File: config.mk
export PLATFORM = sky130hd
export DESIGN_NAME = coherence_ctrl
export DESIGN_NICKNAME = d
export VERILOG_FILES = /design/src/rtl/caches_types_pkg.sv /design/src/rtl/cpu_types_pkg.sv /design/src/rtl/coherence_ctrl_rr_arb2.sv /design/src/rtl/coherence_ctrl.sv
export SDC_FILE = /design/constraint.sdc
export NUM_CORES = 1
export LEC_CHECK = 0
export CORE_AREA = 2 2 195 197
export CTS_CLUSTER_DIAMETER = 200
export DETAILED_ROUTE_END_ITERATION = 6
export DIE_AREA = 0 0 197 199
export PLACE_DENSITY = 0.4
export SLEW_MARGIN = 10
export SYNTH_ARGS = -nofsm -noshare
export SYNTH_HDL_FRONTEND = slang
export SYNTH_SLANG_ARGS = --single-unit
File: constraint.sdc
create_clock -name CLK -period 2.9 [get_ports CLK]
set_input_delay 0.435 -clock CLK [delete_from_list [all_inputs] [get_ports CLK]]
set_output_delay 0.435 -clock CLK [all_outputs]
set_load 0.05 [all_outputs]
File: src/rtl/caches_types_pkg.sv
// Cache-side types: state encoding of the bus / coherence controller.
package caches_types_pkg;
   typedef enum logic [3:0] {
      IDLE     = 4'd0,
      IFETCH   = 4'd1,
      WB       = 4'd2,
      SNOOP    = 4'd3,
      SNOOPCHK = 4'd4,
      FWD0     = 4'd5,
      FWD1     = 4'd6,
      RD0      = 4'd7,
      RD1      = 4'd8,
      INV      = 4'd9,
      INVDONE  = 4'd10
   } cc_state_t;
endpackage

File: src/rtl/cpu_types_pkg.sv
// Shared CPU-side types: machine word and the RAM handshake state.
package cpu_types_pkg;
   typedef logic [31:0] word_t;

   typedef enum logic [1:0] {
      FREE   = 2'b00,
      BUSY   = 2'b01,
      ACCESS = 2'b10,
      ERROR  = 2'b11
   } ramstate_t;
endpackage

File: src/rtl/coherence_ctrl_rr_arb2.sv
// Two-requester round-robin grant: prio names the requester favoured this round.
module rr_arb2 (
   input  logic [1:0] req,
   input  logic       prio,
   output logic       valid,
   output logic       grant
);
   always_comb begin
      valid = |req;
      grant = req[prio] ? prio : ~prio;
   end
endmodule

File: src/rtl/coherence_ctrl.sv
// Snooping bus controller for two I/D cache pairs sharing one single-ported RAM.
module coherence_ctrl
   import cpu_types_pkg::*;
   import caches_types_pkg::*;
#(
   parameter int CPUS = 2
) (
   input  logic            CLK,
   input  logic            nRST,
   input  logic [CPUS-1:0] iREN,
   input  word_t           iaddr [CPUS],
   output logic [CPUS-1:0] iwait,
   output word_t           iload [CPUS],
   input  logic [CPUS-1:0] dREN,
   input  logic [CPUS-1:0] dWEN,
   input  word_t           daddr [CPUS],
   input  word_t           dstore [CPUS],
   input  logic [CPUS-1:0] cctrans,
   input  logic [CPUS-1:0] ccwrite,
   output logic [CPUS-1:0] dwait,
   output word_t           dload [CPUS],
   output logic [CPUS-1:0] ccwait,
   output logic [CPUS-1:0] ccinv,
   output word_t           ccsnoopaddr [CPUS],
   output logic            ramREN,
   output logic            ramWEN,
   output word_t           ramaddr,
   output word_t           ramstore,
   input  word_t           ramload,
   input  ramstate_t       ramstate
);
   cc_state_t state, state_n;
   logic      req, req_n;
   logic      drr, drr_n;
   logic      irr, irr_n;
   logic      peer;
   logic      d_valid, d_grant;
   logic      i_valid, i_grant;
   logic      ram_access;
   logic      snoop_hold;

   assign peer       = ~req;
   assign ram_access = (ramstate == ACCESS);
   assign snoop_hold = state inside {SNOOP, SNOOPCHK, FWD0, FWD1, RD0, RD1};

   rr_arb2 u_darb (
      .req   (dWEN | dREN | cctrans),
      .prio  (drr),
      .valid (d_valid),
      .grant (d_grant)
   );

   rr_arb2 u_iarb (
      .req   (iREN),
      .prio  (irr),
      .valid (i_valid),
      .grant (i_grant)
   );

   // NOTE: sequential state uses non-blocking assignments only.
   always_ff @(posedge CLK, negedge nRST) begin
      if (!nRST) begin
         state <= IDLE;
         req   <= 1'b0;
         drr   <= 1'b0;
         irr   <= 1'b0;
      end else begin
         state <= state_n;
         req   <= req_n;
         drr   <= drr_n;
         irr   <= irr_n;
      end
   end

   // NOTE: every combinational output gets a default first so no latch is inferred.
   always_comb begin
      state_n = state;
      req_n   = req;
      drr_n   = drr;
      irr_n   = irr;
      case (state)
         IDLE: begin
            if (d_valid) begin
               req_n = d_grant;
               if (dWEN[d_grant])                          state_n = WB;
               else if (dREN[d_grant])                     state_n = SNOOP;
               else if (cctrans[d_grant] & ccwrite[d_grant]) state_n = INV;
            end else if (i_valid) begin
               req_n   = i_grant;
               state_n = IFETCH;
            end
         end
         IFETCH: if (ram_access) begin
            irr_n   = ~req;
            state_n = IDLE;
         end
         // Holding WB while dWEN stays up keeps a two-word writeback contiguous.
         WB: if (!dWEN[req]) begin
            drr_n   = ~req;
            state_n = IDLE;
         end
         SNOOP:    state_n = SNOOPCHK;
         SNOOPCHK: state_n = cctrans[peer] ? FWD0 : RD0;
         FWD0:     if (ram_access) state_n = FWD1;
         FWD1: if (ram_access) begin
            drr_n   = ~req;
            state_n = IDLE;
         end
         RD0:      if (ram_access) state_n = RD1;
         RD1: if (ram_access) begin
            drr_n   = ~req;
            state_n = IDLE;
         end
         INV:      state_n = INVDONE;
         INVDONE: begin
            drr_n   = ~req;
            state_n = IDLE;
         end
         default:  state_n = IDLE;
      endcase
   end

   always_comb begin
      iwait    = '1;
      dwait    = '1;
      ccwait   = '0;
      ccinv    = '0;
      ramREN   = 1'b0;
      ramWEN   = 1'b0;
      ramaddr  = '0;
      ramstore = '0;
      for (int i = 0; i < CPUS; i++) begin
         iload[i]       = ramload;
         dload[i]       = ramload;
         ccsnoopaddr[i] = '0;
      end

      if (snoop_hold) begin
         ccwait[peer]      = 1'b1;
         ccinv[peer]       = ccwrite[req];
         ccsnoopaddr[peer] = daddr[req];
      end

      case (state)
         IFETCH: begin
            ramREN  = 1'b1;
            ramaddr = iaddr[req];
            if (ram_access) iwait[req] = 1'b0;
         end
         WB: begin
            ramWEN   = dWEN[req];
            ramaddr  = daddr[req];
            ramstore = dstore[req];
            if (ram_access) dwait[req] = 1'b0;
         end
         // Dirty peer data goes to the requester and back to RAM in the same cycle.
         FWD0, FWD1: begin
            ramWEN     = 1'b1;
            ramaddr    = daddr[peer];
            ramstore   = dstore[peer];
            dload[req] = dstore[peer];
            if (ram_access) begin
               dwait[req]  = 1'b0;
               dwait[peer] = 1'b0;
            end
         end
         RD0, RD1: begin
            ramREN  = 1'b1;
            ramaddr = daddr[req];
            if (ram_access) dwait[req] = 1'b0;
         end
         INV: begin
            ccwait[peer]      = 1'b1;
            ccinv[peer]       = 1'b1;
            ccsnoopaddr[peer] = daddr[req];
         end
         INVDONE: dwait[req] = 1'b0;
         default: ;
      endcase
   end
endmodule

==> summary.md, run 1 <==
| Metric | Value |
|---|---|
| Area after DPL | 10600 um^2 |
| Final antenna-violating net count | 0 |
| PnR worst setup slack | 142 ps |
| Fin. max-slew vios | 0 |
| Initial antenna violation count | 1 |
| Cell area after layout | about 11000 um^2 |
| Critical Path AT | 2320 ps |
| Synthesized area | 4270 um^2 |
| Fill cell count | 3913 |
| Critical Path RT | 2470 ps |
| Worst setup SP type | flop |
| GRT busiest layer | met2 |
| Fin. Hold Viols | 0 |
| Post-synthesis async set-or-reset flop share | 100% |
| Most frequent cell after synthesis | nor2_1 |
| Cells after Synth | 566 |
| Most frequent cells after synthesis | nor2_1 (75), a221oi_1 (64), and3_1 (64), buf_4 (64), mux2i_1 (36) |
| First DRT Iteration DRCs | 228 |
| Worst r2r src | req |
| Worst-Margin Slew | 522 ps |
| Ratio of cells with drive above 1 in the final layout | roughly 28% |
| M1 GR Usage | 15.2% |
| Clock power share | 1.8% |
| Crit Path Class | flop to output pin |
| Core area | 37100 um^2 |
| Ranking of synthesized cells by area | a221oi_1 (13%), buf_4 (11%), and3_1 (9.4%) |
| Vias in the first global route | 6253 |
| Top-area cell type share of the netlist area | 13.1% |
| GR Util met3 | 3.37% |
| Worst Setup SP | state[0] |
| Sequential share of power | 2.0% |
| Detailed Routing Iterations Pass 1 | 4 |
| Post-synthesis mux area share | 25.3% |
| Primary FF master, synth | dfrtp_1 |
| CTS sink count | 7 |
| Fin crit period | 2760 ps |
| Synth Area in Simple Gates | a little under a quarter |
| Xor/xnor cell area share of the yosys netlist | 0.616% |
| Syn avg cell area | around 7.5 um^2 |
| Share of the yosys chip area belonging to registers | approximately 4% |
| Die boundary width | 197 um |
| Synth Area in Adders | 0% |
| Total negative slack | 0 ps |
| Initial core utilization | ~11% |
| Synth warnings | 0 |
| Sw frac | a little under three fifths |
| Die area | 39200 um^2 |
| Post-CTS Hold Fix Bufs | 0 |
| NetSw | 7390 uW |
| Vias per cell | between 4 and 5 |
| Clk pin slew, worst setup/hold paths | ~40 ps |
| Clk_lat worst skew | 230 ps |
| Port Buffers | 503 |
| Num ports | 504 |
| Root buf cell | clkbuf_16 |
| CP Capture Type | output pin |
| Largest family of logic cells by synthesized area | compound AO/OA/AOI/OAI gates |
| Worst min path class | input pin to async pin |
| Comb pwr share | 96.2% |
| Gpl congestion | approximately 0.81 |
| Status | completed |
| Leak Pwr | between 0.004 and 0.005 uW |
| Net Count, Synth | about 800 |
| Die Y | 199 um |
| Final setup fails | 0 |
| Final WL | between 20 and 30 mm |
| Yosys reg bits | 7 |
| TritonCTS clock tree | yes |
| RSZ-0062 raised after global routing | false |
| DRC Markers | 0 |
| Tcrit/Tclk final | between 90% and 100% |
| Total CTS buffers | 3 |
| DR vias | 6294 |
| Max VDD drop | 0.000594 V |
| Post-layout util | 28.7% |
| Synth Area in Compound Gates | 28.4% |
| Worst Skew | 3.63 ps |
| Cell row count | slightly above 70 |
| CTS H-tree depth | 1 |
| Number of synthesized flops with an enable pin | 0 |
| Fin nets | ~1.2k |
| Largest net degree at the start of global routing | 86 |
| Met2 usage | 26.9% |
| Max_cap viols | 0 |
| Synth area leader | a221oi_1 |
| Grt ovf | 0 |
| F_max | 363 MHz |
| Relative max-transition margin | 65.1% |
| Unique masters post-synth | 50 |
| P per Cell Area | 1230 nW/um^2 |
| Worst slack, placed | 351 ps |
| First-pass GRT wire length | 41.1 mm |
| Internal | 5690 uW |
| Layout area overhead | 149% |
| CP Max Fanout | 25 |
| Pwr Total | around 13000 uW |
| HPWL after detailed placement | between 20 and 25 mm |
| WL/cell | approximately 21 um |
| Total track usage | 13.8% |
| Max Root-Sink Buffers | 2 |
layer usage:
metal	up-vias	share of wire, %
li1	2944	-
met1	3006	38
met2	332	53
met3	12	7.6
met4	0	1.3
met5	-	0
timing repair:
| item | in CTS | in global routing |
|---|---|---|
| gates resized for setup | 0 | 1 |
| setup buffers | 0 | 0 |
| setup endpoints to repair | 0 | 7 |
power by group through the flow:
stage	sequential [uW]	clock (uW)	combinational (uW)
floorplan	177	0	6760
global placement	256	0	12700
detailed placement	258	0	12700
CTS	258	237	12700
global route	271	244	13100
finish	258	237	12600
final cells by class:
type                       count  area, um^2  area share [%]
antenna                        1        2.50          0.0235
clock buffer                   4        78.8           0.741
inverter                       3        11.3           0.106
multi-input combinational    430        3330            31.3
sequential                     7         180            1.69
tap                          474         593            5.57
timing repair buffer         522        6450            60.6
cell families (layout without fill, tap and decap cells):
kind of cell / after synthesis / in the layout
compound gates: 142 / 142
xor+xnor: 3 / 3
buf+inv: 129 / 529
flops: 7 / 7
mux: 100 / 100
other cells: 0 / 1
simple gates: 185 / 185
state kept, by name, indices dropped and copies added, names as in the netlist:
register,count
state,4
req,1
drr,1
irr,1
metrics by stage:
stage / hold WS, ps / cells
final: 485 / 1441
after global routing: 512 / 1441
after CTS: 500 / 1440
after detailed placement: 497 / 1436
after global placement: 498 / 1436
after floorplan: 139 / 566
path summary, 6_finish.rpt:
check,end,slack [ps],depth (start not counted)
min reg2reg,irr,510,2
max reg2reg,state[3],580,6
max,dload[21],140,6
min,drr,480,1
min in group CLK,irr,510,2
max in group asynchronous,req,2110,1
critical path, stage by stage, from the launching register on:
cell and delay (ps):
dfrtp_1 510, xnor2_1 460, nor2_4 70, nand2_2 230, buf_12 220, mux2_1 360
buf_4 200
placed cells by master, fill, tap and decap left out, types with 8 or more instances in the layout:
master,instances
mux2i_1,36
buf_4,79
nor2_1,74
a221oi_1,64
a21oi_1,12
buf_12,142
and3_1,64
a221o_1,32
clkdlybuf4s50_1,301
nand2_1,8
mux2_2,30
o21ai_0,8
mux2_1,34
(Power assumes the default switching activity.)
==> inputs of run 2 (changes only) <==
- SLEW_MARGIN: 10 -> unset
- clock period: 2.9 -> 3.37 ns (I/O delays scaled with it)
==> run 2 against run 1 <==
Global-route usage down 0.47 points. Clock-buffer cell count unchanged. Die area unchanged. Clock power down 13%. First-iteration DRC count down 15%. Worst setup slack gained 150 ps. Critical path depth unchanged. Combinational power is 21% lower. Wire length is 3.6% lower. Flip-flop and latch count stayed put. Utilization decreased by 2.4 points. Design area fell by 8.2%. Critical endpoint is now ccsnoopaddr[34]. Largest cell class unchanged. Highest routed layer unchanged.
==> summary.md, run 2 (synthesis results as in run 1) <==
| Metric | Value |
|---|---|
| Critical Path RT | 2860 ps (was 2470 ps) |
| Post-CTS Setup Bufs | 0 (unchanged) |
| F_max | 325 MHz |
| Comb pwr share | 96.0% (was 96.2%) |
| Sequential share of power | 2.0% (about the same) |
| RSZ-0062 raised after global routing | false (unchanged) |
| Relative max-transition margin | 57.2% (was 65.1%) |
| HPWL after detailed placement | 23.5 mm (was 24.6 mm) |
| Max VDD drop | 0.000652 V (was 0.000594 V) |
| Final WL | 28.8 mm (was 29.8 mm) |
| Worst min path class | flop to flop (was input pin to async pin) |
| First DRT Iteration DRCs | 193 (was 228) |
| Number of flip-flops in the largest register | 4 (unchanged) |
| Ratio of cells with drive above 1 in the final layout | 24.9% (was 28.5%) |
| Grt ovf | 0 (unchanged) |
| Total track usage | 13.3% (was 13.8%) |
| Antenna cells | 0 (was 1) |
| Die area | 39200 um^2 (unchanged) |
| Initial antenna violation count | 0 (was 1) |
| Critical Path AT | 2570 ps (was 2320 ps) |
| Gpl congestion | 0.797 (was 0.814) |
| Post-CTS Hold Fix Bufs | 0 (unchanged) |
| Clk pin slew, worst setup/hold paths | 40 ps (about the same) |
| Total negative slack | 0 ps (unchanged) |
| Largest net degree at the start of global routing | 87 (was 86) |
| Fill cell count | 4010 (was 3913) |
| Clock power share | 2.0% (was 1.8%) |
| Worst Skew | 2.17 ps (was 3.63 ps) |
| Fin nets | 1203 (was 1205) |
| Total CTS buffers | 3 (unchanged) |
| Final antenna-violating net count | 0 (unchanged) |
| WL/cell | 20.0 um (was 20.7 um) |
| Num ports | 504 (unchanged) |
| Detailed Routing Iterations Pass 1 | 4 (unchanged) |
| Layout area overhead | 129% (was 149%) |
| Leak Pwr | 0.00399 uW (was 0.00430 uW) |
| Cell Count, Final, Fillers Out | 1438 (was 1441) |
| Most frequent cells in the layout | clkdlybuf4s50_1 (333), buf_4 (120), nor2_1 (74) (was clkdlybuf4s50_1 (301), buf_12 (142), buf_4 (79)) |
| Cell row count | 71 (unchanged) |
| DRC Markers | 0 (unchanged) |
| DP Cell Count | 1434 (was 1436) |
| Root buf cell | clkbuf_16 (unchanged) |
| Fin crit period | between 3000 and 4000 ps |
| Port Buffers | 503 (unchanged) |
| Final setup fails | 0 (unchanged) |
| Tcrit/Tclk final | 91.2% |
| Fin. max-slew vios | 0 (unchanged) |
| Number of gates resized after CTS | 0 (unchanged) |
| Worst setup SP type | flop (unchanged) |
| Most common cell after layout, fill and taps aside | clkdlybuf4s50_1 (unchanged) |
| DR vias | 6264 (was 6294) |
| Max_cap viols | 0 (unchanged) |
| Vias per cell | 4.36 (was 4.37) |
| Clk_lat worst skew | 230 ps (about the same) |
| CTS H-tree depth | 1 (unchanged) |
| Vias in the first global route | 6150 (was 6253) |
| NetSw | 6130 uW (was 7390 uW) |
| Largest register by flop count | state (unchanged) |
| Worst-Margin Slew | 642 ps (was 522 ps) |
| Fin. Hold Viols | 0 (unchanged) |
| Max Root-Sink Buffers | 2 (unchanged) |
| TritonCTS clock tree | yes (unchanged) |
| P per Cell Area | 1060 nW/um^2 (was 1230 nW/um^2) |
| CTS sink count | 7 (unchanged) |
| Sw frac | 59.2% (was 56.5%) |
| Core area | 37100 um^2 (unchanged) |
| Die boundary width | 197 um (unchanged) |
| Initial core utilization | 11.5% (unchanged) |
| CP Max Fanout | 66 (was 25) |
| Internal | 4240 uW (was 5690 uW) |
| Status | completed (unchanged) |
| Crit Path Class | flop to output pin (unchanged) |
| CP Capture Type | output pin (unchanged) |
| First-pass GRT wire length | 40.1 mm (was 41.1 mm) |
| Die Y | 199 um (unchanged) |
## run 2: path summary, 6_finish.rpt
kind                       cells past startpoint      from  slack (ps)              end
max in group asynchronous                      1      nRST        2440              req
setup reg to reg                               7  state[0]        1020         state[3]
min in group asynchronous                      1      nRST         590              irr
setup / recovery                               6  state[2]         300  ccsnoopaddr[34]
hold / removal                                 2       irr         500              irr
hold reg to reg                                2       irr         500              irr
## run 2: area by class of cell
class | instances | area (um^2) | share of cell area (%)
repair buffers | 520 | 5580 | 57.1
multi-input cells | 430 | 3330 | 34.1
well taps | 474 | 593 | 6.07
flip-flops and latches | 7 | 179 | 1.83
clock buffers | 4 | 78.8 | 0.807
inverters | 3 | 11.3 | 0.115
## run 2: power by group through the flow
stage | Sequential (uW) | Combinational, uW | Clock [uW]
after floorplan | 152 | 5820 | 0
after global placement | 203 | 10100 | 0
after detailed placement | 206 | 10100 | 0
after CTS | 205 | 10100 | 208
after global routing | 214 | 10400 | 213
final | 204 | 9960 | 206
## run 2: through the flow
step	setup slack (ps)	hold WS, ps	util, %	cell area [um^2]	total power [uW]
floorplan	774	210	-	4270	5970
detailed placement	556	491	26.1	9680	10300
finish	296	501	26.3	9760	10400
global placement	546	492	26.1	9680	10300
global route	213	538	26.3	9760	10800
CTS	308	502	26.3	9760	10500
## run 2: metal layers
layer / GRT usage [%] / share of wire [%] / vias up
li1: - / - / 2932
met1: 14.8 / 38 / 2977
met2: 26.3 / 53 / 339
met3: 2.88 / 7.7 / 16
met4: 1.78 / 1.2 / 0
met5: 0 / 0 / -
## run 2: worst max-delay path, stage by stage (launching register included)
cell	delay (ps)
dfrtp_1	390
nor2b_2	320
nand2b_1	180
o21ai_4	100
buf_12	240
and3_1	200
clkdlybuf4s50_1	820
==> inputs of run 3 (changes only) <==
- REMOVE_ABC_BUFFERS: unset -> 1
- SLEW_MARGIN: unset -> 5
==> run 3 against run 2 <==
Clock skew about the same. Worst hold slack better by 2.7 ps. Non-clock buffer count fell by 1. Critical path type unchanged. Critical endpoint is now ramaddr[20].
==> summary.md, run 3 (synthesis results as in run 1) <==
| Metric | Value |
|---|---|
| Status | completed (unchanged) |
| Most used cell, CP | buf_4 |
| Die boundary width | 197 um (unchanged) |
| Register Area | 179 um^2 (unchanged) |
| Initial core utilization | 11.5% (unchanged) |
| Worst-Margin Slew | 579 ps (was 642 ps) |
| P per Cell Area | 1040 nW/um^2 (was 1060 nW/um^2) |
| TritonCTS clock tree | yes (unchanged) |
| Crit. path cell count | 7 (was 6) |
| CP Capture Type | output pin (unchanged) |
| First-pass GRT wire length | 43.1 mm (was 40.1 mm) |
| WL/cell | 22.0 um (was 20.0 um) |
| Most frequent cells in the layout | clkdlybuf4s50_1 (322), buf_4 (156), nor2_1 (74) (was clkdlybuf4s50_1 (333), buf_4 (120), nor2_1 (74)) |
| Cell row count | 71 (unchanged) |
| Max VDD drop | 0.000564 V (was 0.000652 V) |
| Worst Hold End | irr (unchanged) |
| Worst Setup SP | req (was state[2]) |
| Final WL | 31.6 mm (was 28.8 mm) |
| Initial antenna violation count | 3 (was 0) |
| Ratio of cells with drive above 1 in the final layout | 26.1% (was 24.9%) |
| Critical Path RT | 2860 ps (about the same) |
| Fin nets | 1202 (was 1203) |
| DRC Markers | 0 (unchanged) |
| Most common cell after layout, fill and taps aside | clkdlybuf4s50_1 (unchanged) |
| Footprint of the multi-input gates | 3340 um^2 (was 3330 um^2) |
| Worst slack, placed | 334 ps (was 556 ps) |
| Max Root-Sink Buffers | 2 (unchanged) |
| Crit path max-delay family | buffers and inverters (unchanged) |
| PnR worst setup slack | 124 ps (was 296 ps) |
| Cell Count, Final, Fillers Out | 1439 (was 1438) |
| Number of flip-flops in the largest register | 4 (unchanged) |
| Fill cell count | 4048 (was 4010) |
| Grt ovf | 0 (unchanged) |
| CTS sink count | 7 (unchanged) |
| Fin. max-slew vios | 0 (unchanged) |
| CP Max Fanout | 42 (was 66) |
| Vias per cell | 4.39 (was 4.36) |
| Clk_lat worst skew | 230 ps (about the same) |
| Fin. Hold Viols | 0 (unchanged) |
| Core area | 37100 um^2 (unchanged) |
| Crit Path Class | flop to output pin (unchanged) |
| Leak Pwr | 0.00393 uW (was 0.00399 uW) |
| Post-CTS Hold Fix Bufs | 0 (unchanged) |
| Die Y | 199 um (unchanged) |
| Number of gates resized after CTS | 0 (unchanged) |
| Max_cap viols | 0 (unchanged) |
| Total track usage | 14.7% (was 13.3%) |
| WHS | 504 ps (was 501 ps) |
| First DRT Iteration DRCs | 262 (was 193) |
| CTS H-tree depth | 1 (unchanged) |
| Die area | 39200 um^2 (unchanged) |
| Critical Path AT | 2740 ps (was 2570 ps) |
| Cells on worst reg2reg path | 5 (was 7) |
| F_max | 308 MHz (was 325 MHz) |
| Worst min path class | flop to flop (unchanged) |
| Worst r2r src | state[2] (was state[0]) |
| Vias in the first global route | 6113 (was 6150) |
| Gpl congestion | 0.813 (was 0.797) |
| Largest register by flop count | state (unchanged) |
| Post-layout util | 25.4% (was 26.3%) |
| Worst Skew | 1.85 ps (was 2.17 ps) |
| Final antenna-violating net count | 0 (unchanged) |
| Buf+Inv Stages, Crit Path | 3 (was 2) |
| DP Cell Count | 1433 (was 1434) |
| DR vias | 6312 (was 6264) |
| Slowest CP cell | buf_4 (was clkdlybuf4s50_1) |
| Min-delay src | irr (unchanged) |
| Detailed Routing Iterations Pass 1 | 5 (was 4) |
| Final setup fails | 0 (unchanged) |
| Tcrit/Tclk final | 96.3% (was 91.2%) |
| Post-CTS Setup Bufs | 0 (unchanged) |
| RSZ-0062 raised after global routing | false (unchanged) |
| Clk pin slew, worst setup/hold paths | 40 ps (about the same) |
| Num ports | 504 (unchanged) |
| Fin crit period | 3250 ps (was 3070 ps) |
| Worst path max stage delay | 490 ps (was 820 ps) |
| Total CTS buffers | 3 (unchanged) |
| Layout area overhead | 121% (was 129%) |
| FF-to-FF setup slack | 880 ps (was 1020 ps) |
| Hold Path Depth | 2 (unchanged) |
| HPWL after detailed placement | 26.1 mm (was 23.5 mm) |
| Total negative slack | 0 ps (unchanged) |
| Largest net degree at the start of global routing | 70 (was 87) |
| Worst r2r dst | state[3] (unchanged) |
| Root buf cell | clkbuf_16 (unchanged) |
| Relative max-transition margin | 61.4% (was 57.2%) |
| Worst setup SP type | flop (unchanged) |
| Port Buffers | 503 (unchanged) |
| Crit-path cells | buf_4, nand2_1, a211o_1, nand3_2, buf_4, a221o_1, buf_12 (was nor2b_2, nand2b_1, o21ai_4, buf_12, and3_1, clkdlybuf4s50_1) |
## run 3: cell count changes in the layout (fill, tap and decap cells not counted)
cell             delta
nand3_2             +1
diode_2             +2
nand3_1             -1
clkdlybuf4s50_1    -11
buf_12             -26
buf_4              +36
o21ai_4             +1
o21ai_2             -1
## run 3: worst max-delay path by stage
stage,to,slack [ps]
global placement,ramaddr[20],330
global route,ramaddr[20],10
floorplan,ramaddr[0],-4260
CTS,ramaddr[20],100
finish,ramaddr[20],120
detailed placement,ramaddr[20],330
## run 3: worst min-delay path, delay by kind of cell (launching register included)
kind               cells  cell delay, ps
AOI/OAI and AO/OA      1              80
DFF                    1             330
and+or+nand+nor        1              60
## run 3: power by group
| group | internal (uW) | leakage [uW] | switching (uW) |
|---|---|---|---|
| combinational | 3340 | 0.00381 | 6050 |
| clock | 157 | 0.0000382 | 41.1 |
| sequential | 128 | 0.0000862 | 93.0 |
## run 3: cell type report
type	instances	share of cell area [%]
repair buffers	519	55.4
flip-flops and latches	7	1.90
clock buffers	4	0.837
multi-input cells	430	35.4
well taps	474	6.30
inverters	3	0.120
diodes	2	0.0531
## run 3: through the flow
step                      power, uW  cell area [um^2]
after floorplan                5500              3480
after global placement         9750              9340
after detailed placement       9710              9340
after CTS                      9940              9420
after global routing          10200              9420
final                          9800              9420
## run 3: routing by layer
layer | routed length, um | track usage [%] | vias to the layer above
met5 | 9 | 0 | -
met4 | 519 | 3.09 | 2
met3 | 2140 | 2.31 | 14
met2 | 15900 | 26.6 | 366
met1 | 13000 | 18.2 | 2998
li1 | - | - | 2932
